## src/rtl/pipe_chain.sv

```systemverilog
// pipe_chain: DEPTH-stage valid/ready register chain with bubble collapse and per-stage flush.
// Define PIPE_CHAIN_PERF_EN to add the saturating stall_cnt / bubble_cnt counters.
module pipe_chain #(
  parameter int WIDTH = 32,
  parameter int DEPTH = 4
) (
  input  logic                       clk,
  input  logic                       rst,
  input  logic                       in_valid,
  output logic                       in_ready,
  input  logic [WIDTH-1:0]           in_data,
  output logic                       out_valid,
  input  logic                       out_ready,
  output logic [WIDTH-1:0]           out_data,
  input  logic [DEPTH-1:0]           flush,
  output logic [$clog2(DEPTH+1)-1:0] occupancy
`ifdef PIPE_CHAIN_PERF_EN
  ,
  output logic [31:0]                stall_cnt,
  output logic [31:0]                bubble_cnt
`endif
);
  localparam int OCC_W = $clog2(DEPTH + 1);

  logic [DEPTH-1:0] valid_reg;
  logic [DEPTH-1:0] valid_next;
  logic [DEPTH-1:0] live;
  logic [DEPTH-1:0] ready;
  logic [WIDTH-1:0] data_reg  [DEPTH];
  logic [WIDTH-1:0] data_next [DEPTH];
  logic [OCC_W-1:0] occ_reg;
  logic [OCC_W-1:0] occ_next;

  // A flushed entry is treated as already gone by every handshake term.
  assign live = valid_reg & ~flush;

  genvar gi;
  generate
    for (gi = 0; gi < DEPTH; gi++) begin : g_stage
      // Unrolled ready chain: free to load if any stage from here to the output is empty, or the output pops.
      assign ready[gi] = out_ready | ~(&live[DEPTH-1:gi]);
      if (gi == 0) begin : g_head
        assign valid_next[gi] = ready[gi] ? in_valid : valid_reg[gi];
        assign data_next[gi]  = ready[gi] ? in_data  : data_reg[gi];
      end else begin : g_body
        assign valid_next[gi] = ready[gi] ? live[gi-1]     : valid_reg[gi];
        assign data_next[gi]  = ready[gi] ? data_reg[gi-1] : data_reg[gi];
      end
    end
  endgenerate

  always_comb begin
    occ_next = '0;
    for (int i = 0; i < DEPTH; i++) begin
      occ_next = occ_next + OCC_W'(valid_next[i]);
    end
  end

  always_ff @(posedge clk) begin
    if (rst) begin
      valid_reg <= '0;
      occ_reg   <= '0;
      for (int i = 0; i < DEPTH; i++) begin
        data_reg[i] <= '0;
      end
    end else begin
      valid_reg <= valid_next;
      occ_reg   <= occ_next;
      for (int i = 0; i < DEPTH; i++) begin
        data_reg[i] <= data_next[i];
      end
    end
  end

  assign in_ready  = ready[0];
  assign out_valid = live[DEPTH-1];
  assign out_data  = data_reg[DEPTH-1];
  assign occupancy = occ_reg;

`ifdef PIPE_CHAIN_PERF_EN
  logic [31:0] stall_cnt_reg;
  logic [31:0] bubble_cnt_reg;

  always_ff @(posedge clk) begin
    if (rst) begin
      stall_cnt_reg  <= '0;
      bubble_cnt_reg <= '0;
    end else begin
      if (out_valid && !out_ready && stall_cnt_reg != 32'hFFFF_FFFF) begin
        stall_cnt_reg <= stall_cnt_reg + 32'd1;
      end
      if (out_ready && !out_valid && bubble_cnt_reg != 32'hFFFF_FFFF) begin
        bubble_cnt_reg <= bubble_cnt_reg + 32'd1;
      end
    end
  end

  assign stall_cnt  = stall_cnt_reg;
  assign bubble_cnt = bubble_cnt_reg;
`endif

endmodule
```

## config.mk

```make
export PLATFORM = sky130hd
export DESIGN_NAME = pipe_chain
export DESIGN_NICKNAME = d
export VERILOG_FILES = /design/src/rtl/pipe_chain.sv
export SDC_FILE = /design/constraint.sdc
export NUM_CORES = 1
export LEC_CHECK = 0
export BUFFER_PORTS_ARGS = -buffer_cell sky130_fd_sc_hd__buf_2
export CELL_PAD_IN_SITES_DETAIL_PLACEMENT = 0
export CELL_PAD_IN_SITES_GLOBAL_PLACEMENT = 2
export CORE_ASPECT_RATIO = 1.2
export CORE_MARGIN = 1
export CORE_UTILIZATION = 33
export DETAILED_ROUTE_END_ITERATION = 12
export GPL_TIMING_DRIVEN = 0
export PLACE_DENSITY = 0.78
export SYNTH_ARGS = -nofsm -noshare
export SYNTH_HDL_FRONTEND = slang
export SYNTH_SLANG_ARGS = --single-unit
```

## constraint.sdc

```tcl
create_clock -name clk -period 2.4 [get_ports clk]
set_input_delay 0.36 -clock clk [delete_from_list [all_inputs] [get_ports clk]]
set_output_delay 0.36 -clock clk [all_outputs]
set_load 0.02 [all_outputs]
```

==> impl_metrics.ini <==
[worst_setup_path]
critical_path_class = reg -> reg
crit_top_cell = ha_1
slowest_delay_ps = 560
cp-end-kind = flip-flop
path_cells = and4bb_2, buf_6, a31oi_2, fa_1, inv_1, ha_1, ha_1, nor2b_1
start_kind = flip-flop
crit_slowest_cell = fa_1
cp_max_fo = 10
worstPathRequired_ps = 2680
critPathArrivalTime_ps = 2520

[cts]
clk_transition_reported_paths_ps = 60
cts_max_level = 4
clk_latency_ps = 410
clk_path_buf_depth = 2
cts_buffers = 17
cts-root-buf = clkbuf_16
cts_sinks = 135
cts_tree = yes

[finish]
fin_cells = 929
num_antenna_cells = 0
syn_to_final_growth_pct = 24.08
fillers = 1640
multi_input_area_mm2 = 0.002167
mostFrequentLayoutCells = 134 x dfxtp_1, 129 x a21oi_1, 88 x buf_2
fin_nets = 756
layout-drive-gt1-share = 0.1890
regArea_mm2 = 0.002704
largest_reg_flops = 128
final_common_cell = dfxtp_1

[detailed_routing]
drt_iter0_drc = 345
vias = 4727
drtPass1Iterations = 5
drt-total-wl_um = 14540
routed_via_density = 5.088
route.detailed.wl_per_inst_um = 15.65
ant_nets = 0
drt_drc_violations_left = 0

[sta]
slew_headroom = 0.5681
rsz0062_at_grt = no
period_needed_ps = 2242
finalCritPeriodShare = 0.9344
tightestPinTransition_ps = 647.9
finalSetupViolCount = 0
hold_viol = 0
fin_skew_ps = 9.532
fin_tns_setup_ps = 0
timing.final.ws_setup_ps = 157.5
slew_viol_final = 0
max_freq_ghz = 0.4459

[power]
leakage_nw = 2.327
peakVddDrop_v = 0.0004196
cellPowerDensity_mw_per_mm2 = 789.3

[global_routing]
grt_pass1_vias = 4603
antenna_found_initial = 0
grt_overflow = 0
grt_use_total = 0.1917
grt_pass1_wl_um = 23830
grt_max_degree = 17

[placed_design]
placed_cells_incl_taps = 896
gp_congestion = 0.7800
io_buffers = 75
pre_cts_ws_ps = -515.7
dp_hpwl_um = 10690

[run]
maxCapViolCount = 0

[yosys]
syn_area_per_cell_um2 = 8.414
synth_cell_types = 23
seq_area_frac_synth = 0.5206
ys_warn_count = 0
synthCells = 617
syn-cell-area_mm2 = 0.005191
ys_ff_latch = 135
syn-num-nets = 660

[hold_path]
hp-class = in -> reg

[floorplanning]
start_util = 0.3414
dieArea_mm2 = 0.01624
io_pins = 77
core_area_mm2 = 0.01520
rows = 49
fp.dieH_um = 139.4
die_w_um = 116.5

[status]
status = completed
==> worst max-delay path: cells and delay by family, from the launching register on <==
family / cells / cell delay [ps]
AO/OA/AOI/OAI: 1 / 130
flip-flops: 1 / 360
AND/OR/NAND/NOR: 2 / 420
buffers and inverters: 2 / 210
adder cells (fa/ha/maj): 3 / 990
==> final timing paths <==
path | depth (start not counted) | endpoint | slack (ps) | from
min reg2reg | 2 | data_reg[3][7]$_SDFFE_PP0N_ | 440 | data_reg[3][7]$_SDFFE_PP0N_
max | 8 | occupancy[1]$_SDFF_PP0_ | 160 | valid_reg[1]$_SDFF_PP0_
max reg2reg | 8 | occupancy[1]$_SDFF_PP0_ | 160 | valid_reg[1]$_SDFF_PP0_
min | 3 | data_reg[0][5]$_SDFFE_PP0N_ | 210 | in_data[5]
==> routing by layer <==
layer  global-route usage  vias up  share of wire
li1                     -     2407              -
met1               0.2580     2177           0.47
met2               0.2915      122           0.45
met3              0.05052       21          0.052
met4              0.07085        0          0.020
met5                    0        -              0
==> stage by stage <==
stage | hold WS [ps] | utilization | total power, mW | area, um2
detailed placement | 441.3 | 0.3829 | 2.632 | 5822
floorplan | 436.6 | - | 2.531 | 5191
global route | 198.0 | 0.4236 | 5.284 | 6441
finish | 205.4 | 0.4236 | 5.084 | 6441
CTS | 189.8 | 0.4217 | 5.134 | 6411
global placement | 439.4 | 0.3829 | 2.627 | 5822
==> logic make-up after synthesis <==
family | Yosys count | synth area share
DFF | 135 | 0.5206
AOI/OAI and AO/OA | 227 | 0.2360
and+or+nand+nor | 178 | 0.1704
buffers and inverters | 74 | 0.06435
adders and majority gates | 3 | 0.008676
==> where the power goes <==
part           internal (mW)  switching [mW]
registers               2.32          0.0393
logic                 0.0876           0.141
clock network           1.57           0.931
==> cell usage after synthesis <==
master,n,area (um2)
dfxtp_1,135,2703
a21oi_1,129,645.6
nand3_1,65,325.3
nand2_1,64,240.2
o21ai_0,64,320.3
clkbuf_1,49,183.9
nand4_1,32,200.2
o31ai_1,32,240.2
buf_2,15,75.07
nor2b_1,7,43.79
buf_6,5,56.30
nor2_1,4,15.01
inv_1,3,11.26
buf_1,2,7.510
ha_1,2,25.02
nand2b_1,2,12.51
a31oi_1,1,6.260
and4bb_1,1,12.51
fa_1,1,20.02
nand4bb_1,1,11.26
nor3b_2,1,12.51
o22ai_2,1,12.51
or3b_4,1,11.26
==> final cells by class <==
| type | count | area share |
|---|---|---|
| Buffer | 71 | 0.05420 |
| Clock buffer | 21 | 0.07148 |
| Clock inverter | 10 | 0.01612 |
| Inverter | 3 | 0.001748 |
| Multi-Input combinational cell | 408 | 0.3364 |
| Sequential cell | 135 | 0.4198 |
| Tap cell | 204 | 0.03963 |
| Timing Repair Buffer | 77 | 0.06061 |
==> what timing repair did <==
item | 4_1_cts | 5_1_grt
setup endpoints to repair | 4 | 3
gates resized for setup | 7 | 15
hold buffers | 0 | 0
pin swaps | 0 | 1
buffers inserted | 1 | 1
No activity file was read; power rests on OpenSTA's default activity.
